**src/rtl/bp_pkg.sv**
```systemverilog
// Shared types and helpers for the branch predictor: direction-counter encodings,
// the BTB entry layout and the 2-bit saturating counter next-state function.
package bp_pkg;

   localparam int unsigned BP_DATA_WIDTH = 32;
   localparam int unsigned BP_INDEX_BITS = 4;
   localparam int unsigned BP_TAG_BITS   = BP_DATA_WIDTH - BP_INDEX_BITS - 2;

   localparam logic [1:0] CTR_STRONG_NT = 2'b00;
   localparam logic [1:0] CTR_WEAK_NT   = 2'b01;
   localparam logic [1:0] CTR_WEAK_T    = 2'b10;
   localparam logic [1:0] CTR_STRONG_T  = 2'b11;

   typedef struct packed {
      logic                     valid;
      logic [BP_TAG_BITS-1:0]   tag;
      logic [BP_DATA_WIDTH-1:0] target;
      logic [1:0]               ctr;
   } btb_entry_t;

   function automatic logic [1:0] sat_ctr_next(input logic [1:0] ctr, input logic taken);
      logic [1:0] nxt;
      if (taken) begin
         nxt = (ctr == CTR_STRONG_T) ? CTR_STRONG_T : ctr + 2'd1;
      end else begin
         nxt = (ctr == CTR_STRONG_NT) ? CTR_STRONG_NT : ctr - 2'd1;
      end
      return nxt;
   endfunction

endpackage

```
**src/rtl/sat_counter2.sv**
```systemverilog
// Next-state logic for a 2-bit saturating direction counter.
module sat_counter2
   import bp_pkg::*;
(
   input  logic [1:0] ctr_i,
   input  logic       taken_i,
   output logic [1:0] ctr_next_o
);

   assign ctr_next_o = sat_ctr_next(ctr_i, taken_i);

endmodule

```
**src/rtl/branch_predictor.sv**
```systemverilog
// Direct-mapped BTB with 2-bit direction counters, combinational lookup on the fetch PC,
// registered training from execute, and saturating resolve/mispredict statistics.
module branch_predictor
   import bp_pkg::*;
#(
   parameter int unsigned DATA_WIDTH = BP_DATA_WIDTH,
   parameter int unsigned INDEX_BITS = BP_INDEX_BITS,
   parameter int unsigned TAG_BITS   = DATA_WIDTH - INDEX_BITS - 2
) (
   input  logic                  clk,
   input  logic                  rst,
   input  logic [DATA_WIDTH-1:0] pc_in,
   output logic                  predict_valid,
   output logic                  predict_taken,
   output logic [DATA_WIDTH-1:0] predict_target,
   input  logic                  update_en,
   input  logic [DATA_WIDTH-1:0] update_pc,
   input  logic                  update_is_jump,
   input  logic                  update_taken,
   input  logic [DATA_WIDTH-1:0] update_target,
   input  logic                  update_mispredict,
   output logic [31:0]           branch_count,
   output logic [31:0]           mispredict_count
);

   localparam int unsigned ENTRIES = 1 << INDEX_BITS;

   logic [ENTRIES-1:0]    valid_q;
   logic [1:0]            ctr_q    [ENTRIES];
   logic [TAG_BITS-1:0]   tag_q    [ENTRIES];
   logic [DATA_WIDTH-1:0] target_q [ENTRIES];

   logic [INDEX_BITS-1:0] rd_idx_s;
   logic [TAG_BITS-1:0]   rd_tag_s;
   btb_entry_t            rd_entry_s;
   logic                  rd_hit_s;

   logic [INDEX_BITS-1:0] upd_idx_s;
   logic [TAG_BITS-1:0]   upd_tag_s;
   logic                  upd_hit_s;
   logic [1:0]            upd_ctr_next_s;
   logic                  wr_en_s;
   logic                  wr_target_s;
   logic                  wr_tag_s;
   logic [1:0]            wr_ctr_s;

   logic [31:0]           branch_count_q;
   logic [31:0]           branch_count_d;
   logic [31:0]           mispredict_count_q;
   logic [31:0]           mispredict_count_d;

   logic                  unused_pc_low_s;

   assign unused_pc_low_s = ^{pc_in[1:0], update_pc[1:0]};

   assign rd_idx_s  = pc_in[INDEX_BITS+1:2];
   assign rd_tag_s  = pc_in[DATA_WIDTH-1:INDEX_BITS+2];
   assign upd_idx_s = update_pc[INDEX_BITS+1:2];
   assign upd_tag_s = update_pc[DATA_WIDTH-1:INDEX_BITS+2];

   // Lookup: reads pre-edge state only, so a same-cycle update is not bypassed.
   always_comb begin
      rd_entry_s.valid  = valid_q[rd_idx_s];
      rd_entry_s.tag    = tag_q[rd_idx_s];
      rd_entry_s.target = target_q[rd_idx_s];
      rd_entry_s.ctr    = ctr_q[rd_idx_s];
      rd_hit_s          = rd_entry_s.valid && (rd_entry_s.tag == rd_tag_s);
      predict_valid     = rd_hit_s;
      predict_taken     = rd_hit_s && rd_entry_s.ctr[1];
      if (rd_hit_s) begin
         predict_target = rd_entry_s.target;
      end else begin
         predict_target = {DATA_WIDTH{1'b0}};
      end
   end

   sat_counter2 u_sat_counter2 (
      .ctr_i      (ctr_q[upd_idx_s]),
      .taken_i    (update_taken),
      .ctr_next_o (upd_ctr_next_s)
   );

   // Training decision: hit updates the counter, a taken/jump miss allocates the slot.
   always_comb begin
      upd_hit_s   = valid_q[upd_idx_s] && (tag_q[upd_idx_s] == upd_tag_s);
      wr_en_s     = 1'b0;
      wr_target_s = 1'b0;
      wr_tag_s    = 1'b0;
      wr_ctr_s    = ctr_q[upd_idx_s];
      if (update_en) begin
         if (upd_hit_s) begin
            wr_en_s = 1'b1;
            if (update_is_jump) begin
               wr_ctr_s    = CTR_STRONG_T;
               wr_target_s = 1'b1;
            end else begin
               wr_ctr_s    = upd_ctr_next_s;
               wr_target_s = update_taken;
            end
         end else if (update_is_jump || update_taken) begin
            wr_en_s     = 1'b1;
            wr_target_s = 1'b1;
            wr_tag_s    = 1'b1;
            wr_ctr_s    = update_is_jump ? CTR_STRONG_T : CTR_WEAK_T;
         end else begin
            wr_en_s = 1'b0;
         end
      end else begin
         wr_en_s = 1'b0;
      end
   end

   // Valid bits and direction counters, cleared by reset.
   always_ff @(posedge clk or negedge rst) begin
      if (!rst) begin
         valid_q <= {ENTRIES{1'b0}};
         for (int unsigned i = 0; i < ENTRIES; i++) begin
            ctr_q[i] <= CTR_STRONG_NT;
         end
      end else if (wr_en_s) begin
         valid_q[upd_idx_s] <= 1'b1;
         ctr_q[upd_idx_s]   <= wr_ctr_s;
      end
   end

   // Tag and target storage; never read unless the matching valid bit is set.
   always_ff @(posedge clk) begin
      if (rst && wr_tag_s) begin
         tag_q[upd_idx_s] <= upd_tag_s;
      end
      if (rst && wr_target_s) begin
         target_q[upd_idx_s] <= update_target;
      end
   end

   // Saturating statistics next-state.
   always_comb begin
      branch_count_d     = branch_count_q;
      mispredict_count_d = mispredict_count_q;
      if (update_en && (branch_count_q != 32'hFFFF_FFFF)) begin
         branch_count_d = branch_count_q + 32'd1;
      end else begin
         branch_count_d = branch_count_q;
      end
      if (update_en && update_mispredict && (mispredict_count_q != 32'hFFFF_FFFF)) begin
         mispredict_count_d = mispredict_count_q + 32'd1;
      end else begin
         mispredict_count_d = mispredict_count_q;
      end
   end

   // Statistics registers.
   always_ff @(posedge clk or negedge rst) begin
      if (!rst) begin
         branch_count_q     <= 32'd0;
         mispredict_count_q <= 32'd0;
      end else begin
         branch_count_q     <= branch_count_d;
         mispredict_count_q <= mispredict_count_d;
      end
   end

   assign branch_count     = branch_count_q;
   assign mispredict_count = mispredict_count_q;

endmodule

```
**config.mk**
```make
export PLATFORM = sky130hd
export DESIGN_NAME = branch_predictor
export DESIGN_NICKNAME = d
export VERILOG_FILES = /design/src/rtl/bp_pkg.sv /design/src/rtl/sat_counter2.sv /design/src/rtl/branch_predictor.sv
export SDC_FILE = /design/constraint.sdc
export NUM_CORES = 1
export LEC_CHECK = 0
export ABC_CLOCK_PERIOD_IN_PS = 5900
export CAP_MARGIN = 0
export CORE_MARGIN = 10
export CORE_UTILIZATION = 33
export CTS_BUF_LIST = sky130_fd_sc_hd__clkbuf_4 sky130_fd_sc_hd__clkbuf_8 sky130_fd_sc_hd__clkbuf_16
export CTS_CLUSTER_DIAMETER = 50
export DETAILED_ROUTE_END_ITERATION = 6
export GPL_ROUTABILITY_DRIVEN = 1
export PLACE_DENSITY = 0.59
export SETUP_SLACK_MARGIN = 0.4
export SLEW_MARGIN = 40
export SYNTH_ARGS = -nofsm -noshare
export SYNTH_HDL_FRONTEND = slang
export SYNTH_SLANG_ARGS = --single-unit
export TNS_END_PERCENT = 1
```
**constraint.sdc**
```tcl
create_clock -name clk -period 5.9 [get_ports clk]
set_input_delay 0.59 -clock clk [delete_from_list [all_inputs] [get_ports clk]]
set_output_delay 0.59 -clock clk [all_outputs]
set_load 0.05 [all_outputs]
```
==> metrics.txt, run 1 <==
Relative slew margins between 40% and 50%; distinct cell type count after synthesis 72; post-route cell area 54900 um^2; DIE WIDTH 390 um; largest net degree at the start of global routing between 60 and 70; First-pass DRT Iterations 5; wire length of the first global-routing pass approximately 180 mm; critical path endpoint category output pin; core area 136000 um^2; share of layout cells above drive strength 1 30.4%; Worst-path clk slew 0.05 ns; CTS H-tree depth 4; Combinational Power Share 8.5%; most common cell after layout, fill and taps aside edfxtp_1; Post-DRT Antenna Nets 0; Internal 13.7 mW; Async SR Flop Fraction between 10 and 15%; GRT Total Usage 16.4%; FMAX around 0.20 GHz; DR vias/cell 5.45; Design Power about 18 mW; Avg Inst Size Synth 19.6 um^2; CP Max Fanout 44; DR vias 24500; gate count of the mapped netlist 2301; GP Congestion 0.842; Final Routed Wirelength 126 mm; maximum vdd drop roughly 0.28 mV; Port Buffers around 200; Iter 0 DRT Violations 2488; RSZ-0062 raised after global routing no; Final Max Slew Viols 0; Num CTS Buffers 130; CTS max path bufs 3; hold crit path type input port to async pin; most frequent cells in the layout edfxtp_1 (928), mux4_2 (376), clkdlybuf4s50_1 (153); final worst path period share 83.5%; Clock Skew 0.0412 ns; worst skew pair latency approximately 0.76 ns; worst setup path category input port to output pin; Setup Fix Bufs, Post-CTS 0; Post-synth EDFFs 928; Placed Area a little over 50000 um^2; most common flop cell mapped by yosys edfxtp_1; initial antenna violation count 15; IO Count 200; failing checks hold timing; CTS tree yes; CP startpoint kind input port; Switch Pwr 4.27 mW; cell taking the most area after synthesis edfxtp_1; wire length per cell 28.0 um; switch share 23.7%; final setup vio count 0; Leak 18.1 nW; CP Data Required Time 5.31 ns; result of the run finished, violations left; clk sinks 1040; vias in the first global route 26000; post-synthesis cell area approximately 45000 um^2; Least-Margin Pin Slew 0.868 ns; max-capacitance violation count 0; Die Ht about 400 um; hold slack -0.0428 ns; Util after Layout between 40% and 50%; Synth top area share between 60% and 70%; clock network power share 45.1%; total grt overflow 0; most area-consuming cells after synthesis edfxtp_1 (62%), mux4_2 (19%), dfrtp_1 (6.2%); Starting Density 33.2%; syn_nets 2405; Yosys warnings 0; drc violations 0; die area between 150000 and 200000 um^2; Clk Tree Root Cell clkbuf_16; P per Cell Area 327 nW/um^2; Hold Fails Final Rpt 17; FF+latch count, synth 1040; CTS resizes 0; final net count between 2000 and 3000; area delta synth->final 21.8%; Seq/Total Area, Yosys 68.0%; setup_tns 0 ns; Flop pwr share 46.3%; CTS Hold Bufs 0; FP Rows 135; crit path DAT 4.33 ns; Ant. Diodes 0; DPL Wire Length slightly below 80 mm; min Tclk post-route 4.92 ns
-- power groups by stage --
stage	Sequential (mW)	Clock, mW	Combinational (mW)
floorplan	8.58	0	0.810
finish	8.33	8.12	1.53
global placement	8.46	0	1.52
detailed placement	8.48	0	1.55
global route	8.34	8.63	1.63
CTS	8.33	8.29	1.55
-- synthesized netlist by cell type (all sizes together) (15+ instances only) --
cell and count:
a21oi 34, a22oi 27, and3 45, buf 77, clkbuf 54, dfrtp 112, edfxtp 928, inv 15
mux2 32, mux2i 106, mux4 376, nand2 78, nand2b 21, nand3 32, nand4 27, nor2 69
nor2b 17, nor3 21, xnor2 83, xor2 27
-- logic make-up after synthesis --
kind of cell	share of synthesized area, %
AO/OA/AOI/OAI	2.23
adder cells (fa/ha/maj)	0.0999
XOR/XNOR	2.14
buffers and inverters	1.52
flip-flops	68.0
multiplexers	21.9
AND/OR/NAND/NOR	4.06
-- layer usage --
layer / track usage, % / part of all wire (%) / vias to the layer above
li1: - / - / 10200
met2: 27.2 / 49 / 963
met1: 21.4 / 41 / 13100
met3: 3.85 / 7.4 / 219
met5: 0 / 0.13 / -
met4: 4.93 / 2.4 / 24
-- registers in the layout (all words and copies together), names as in the netlist --
name and count:
valid_q 16, mispredict_count 32, branch_count 32, ctr_q 32
target_q 512, tag_q 416
-- stage by stage --
| step | instances | setup WS (ns) |
|---|---|---|
| 2_1_floorplan | 2301 | 0.994 |
| 3_3_place_gp | 4247 | 0.733 |
| 3_5_place_dp | 4260 | 0.896 |
| 4_1_cts | 4494 | 0.912 |
| 5_1_grt | 4494 | 0.862 |
| 6_report | 4494 | 0.976 |
-- final timing paths --
path,startpoint,depth (start not counted),to,slack (ns)
max,pc_in[2],9,predict_target[4],0.98
min,rst,2,branch_count[1]$_DFFE_PN0P_,-0.04
max reg2reg,tag_q[12][14]$_DFFE_PP_,11,tag_q[11][24]$_DFFE_PP_,1.88
min reg2reg,ctr_q[8]$_DFFE_PN0P_,1,ctr_q[8]$_DFFE_PN0P_,0.48
max in group asynchronous,rst,3,mispredict_count[7]$_DFFE_PN0P_,4.80
min in group clk,ctr_q[8]$_DFFE_PN0P_,1,ctr_q[8]$_DFFE_PN0P_,0.48
-- critical path, stage by stage --
cell and delay [ns]:
buf_8 0.44, mux4_2 0.60, mux4_2 0.49, xnor2_1 0.46
nand3_1 0.46, nor3_2 0.24, buf_4 0.39, and3_1 0.32
buf_12 0.16
-- area by class of cell --
class / count / area (um^2)
fillers: 12000 / 80700
inverters: 16 / 60.1
multi-input cells: 1114 / 14000
clock buffers: 152 / 3440
flip-flops and latches: 1040 / 30700
repair buffers: 309 / 3500
clock inverters: 82 / 1050
well taps: 1781 / 2230
Note: power is estimated with default switching activity, not from simulation.
==> run 2: changes to the inputs <==
--- a/config.mk
+++ b/config.mk
@@ -5,7 +5,7 @@
 export SDC_FILE = /design/constraint.sdc
 export NUM_CORES = 1
 export LEC_CHECK = 0
-export ABC_CLOCK_PERIOD_IN_PS = 5900
+export ABC_CLOCK_PERIOD_IN_PS = 4900
 export CAP_MARGIN = 0
 export CORE_MARGIN = 10
 export CORE_UTILIZATION = 33
==> constraint.sdc (replaced) <==
create_clock -name clk -period 4.9 [get_ports clk]
set_input_delay 0.49 -clock clk [delete_from_list [all_inputs] [get_ports clk]]
set_output_delay 0.49 -clock clk [all_outputs]
set_load 0.05 [all_outputs]
==> run 2 against run 1 <==
The flow now finishes without violations. Register-to-register slack got worse by 0.78 ns. Worst setup slack got worse by 0.46 ns. Power rose by 20%. Sequential power rose by 20%. Sequential share of layout area fell by 0.37 points. Core utilization rose by 0.27 points. Non-clock buffer count rose by 30. Combinational power rose by 24%. Largest power group unchanged. Highest routed layer unchanged. Die area did not move. Cell count rose by 0.80%. Critical endpoint is now predict_target[5]. Final area rose by 0.66%. Via count rose by 0.84%.
==> metrics.txt, run 2 (same netlist as run 1, synthesis figures left out) <==
cell mode on critical path buf_12; Clock Skew 0.0507 ns (+0.00950 ns); FMAX 0.228 GHz; CP Data Required Time 4.41 ns (-0.90 ns); DR vias/cell 5.45 (about the same); Port Buffers 195 (unchanged); critical path endpoint category output pin; Iter 0 DRT Violations 2245 (-9.8%); CTS H-tree depth 4 (unchanged); Worst-path clk slew 0.05 ns (about the same); hold crit path type input port to async pin; CP Buf/Inv Count 6 (+3); max-capacitance violation count 0 (unchanged); worst setup path category input port to output pin; Clk Tree Root Cell clkbuf_16; DPL Wire Length 78.2 mm (+0.17%); Final Max Slew Viols 0 (unchanged); Slowest cell on crit path mux4_2; reg2reg path depth 11 (unchanged); largest net degree at the start of global routing 101 (+46%); CP startpoint kind input port; total grt overflow 0 (unchanged); core area 136000 um^2 (unchanged); Hold Fails Final Rpt 0 (-17); P per Cell Area 391 nW/um^2 (+19%); routed metal-1 wirelength 50.3 mm (-2.0%); min Tclk post-route 4.38 ns; largest registers target_q: 512 flops, tag_q: 416 flops; DR vias 24700 (+0.84%); CP Max Fanout 48 (+9.1%); RSZ-0062 raised after global routing yes; Post-DRT Antenna Nets 0 (unchanged); drc violations 0 (unchanged); r2r setup slk 1.10 ns (-0.78 ns); IO Count 200 (unchanged); setup_tns 0 ns (unchanged); area delta synth->final 22.6%; largest register by flop count target_q; Leak 18.2 nW (+0.88%); GP Congestion 0.830 (-1.5%); Relative slew margins 46.8% (+4.9 points); vias in the first global route 26200 (+0.91%); final worst path period share 89.4%; final net count 2745 (+1.1%); Crit path max-delay family buffers and inverters; met2 wire len 61.9 mm (-0.51%); worst setup margin 0.519 ns (-0.457 ns); most common cell after layout, fill and taps aside edfxtp_1; maximum vdd drop 0.297 mV (+7.6%); max reg flops 512 (unchanged); most frequent cells in the layout edfxtp_1 (928), mux4_2 (376), clkdlybuf4s50_1 (153); Starting Density 33.2% (unchanged); Final Routed Wirelength 126 mm (+0.18%); CP Cell Sequence buf_8 -> buf_12 -> buf_12 -> buf_12 -> mux4_2 -> mux4_2 -> nand4_1 -> nor4_2 -> buf_12 -> and3_1 -> buf_12; CTS tree yes; Die Ht 390 um (unchanged); initial antenna violation count 17 (+2); crit path DAT 3.89 ns (-0.44 ns); share of layout cells above drive strength 1 31.7% (+1.3 points); CTS max path bufs 3 (unchanged); final setup vio count 0 (unchanged); DR WL met3 9.87 mm (+6.6%); footprint of the multi-input gates 14100 um^2 (+0.86%); final non-filler cell total 4530 (+0.80%); FP Rows 135 (unchanged); DIE WIDTH 390 um (unchanged); FF-to-FF End tag_q[15][20]$_DFFE_PP_; pre-CTS setup slack 0.339 ns (-0.556 ns); Num CTS Buffers 130 (unchanged); GRT Total Usage 16.4% (-0.031 points); Design Power 21.6 mW (+20%); placed cells 4285 (+0.59%); fillers 11900 (-0.74%); Top Metal Used met5; worst skew pair latency 0.76 ns (about the same); wire length of the first global-routing pass 183 mm (-0.48%); Worst path max stage delay 0.61 ns (about the same); reg-to-reg startpoint tag_q[15][17]$_DFFE_PP_; sequential cell area 30700 um^2 (unchanged); result of the run complete, no violations; clk sinks 1040 (unchanged); First-pass DRT Iterations 5 (unchanged); Least-Margin Pin Slew 0.797 ns (-0.0710 ns); die area 152000 um^2 (unchanged); wire length per cell 27.8 um (-0.62%)
-- run 2: changes by cell type in the layout (fill, tap and decap cells not counted), moves of 4 or more --
cell / before / now
buf_4: 91 / 116
and3_1: 45 / 28
and3_4: 0 / 17
buf_12: 45 / 58
clkinvlp_4: 14 / 7
diode_2: 0 / 7
clkbuf_4: 21 / 15
buf_16: 8 / 3
inv_6: 5 / 10
clkinv_1: 17 / 21
-- run 2: tightest hold or removal path: stages --
cell           delay [ns]
dlygate4sd3_1        0.53
buf_4                0.13
buf_4                0.56
-- run 2: power by group --
group          switching [mW]  internal (mW)
registers               0.148           9.87
clock network            3.98           5.71
logic                    1.07          0.832
-- run 2: area by class of cell --
class,count,area share [%]
clock inverter,86,1.84
tap,1781,4.03
multi-input combinational,1114,25.5
antenna,7,0.0317
timing repair buffer,339,6.83
inverter,16,0.109
clock buffer,147,6.18
sequential,1040,55.5
-- run 2: through the flow --
step,utilization [%],instance area (um^2),hold slack [ns]
2_1_floorplan,-,45100,0.194
3_3_place_gp,37.3,50600,0.468
3_5_place_dp,37.3,50600,0.473
4_1_cts,40.6,55000,0.446
5_1_grt,40.8,55300,0.470
6_report,40.8,55300,0.463
-- run 2: how the worst max path moves through the flow --
stage | startpoint | endpoint | slack, ns | cells after the start
2_1_floorplan | update_pc[2] | tag_q[5][0]$_DFFE_PP_ | 0.58 | 12
3_3_place_gp | update_pc[2] | tag_q[15][14]$_DFFE_PP_ | 0.37 | 15
3_5_place_dp | update_pc[2] | tag_q[15][14]$_DFFE_PP_ | 0.34 | 15
4_1_cts | tag_q[3][13]$_DFFE_PP_ | predict_target[11] | 0.43 | 8
5_1_grt | tag_q[11][13]$_DFFE_PP_ | predict_target[11] | 0.36 | 9
6_report | pc_in[2] | predict_target[5] | 0.52 | 11
-- run 2: layer usage --
layer  vias to the layer above  track usage [%]
li1                      10300                -
met1                     13200             20.9
met2                       990             26.8
met3                       239             4.61
met4                        20             5.53
met5                         -                0
-- run 2: repair_timing --
| item | 4_1_cts | 5_1_grt |
|---|---|---|
| endpoints found under the setup margin | 27 | 19 |
| hold buffers | 1 | 0 |
| pin swaps | 0 | 2 |
| buffers inserted | 0 | 1 |
| gates cloned | 0 | 1 |
| endpoints found under the hold margin | 52 | 0 |
| gates resized for setup | 1 | 22 |
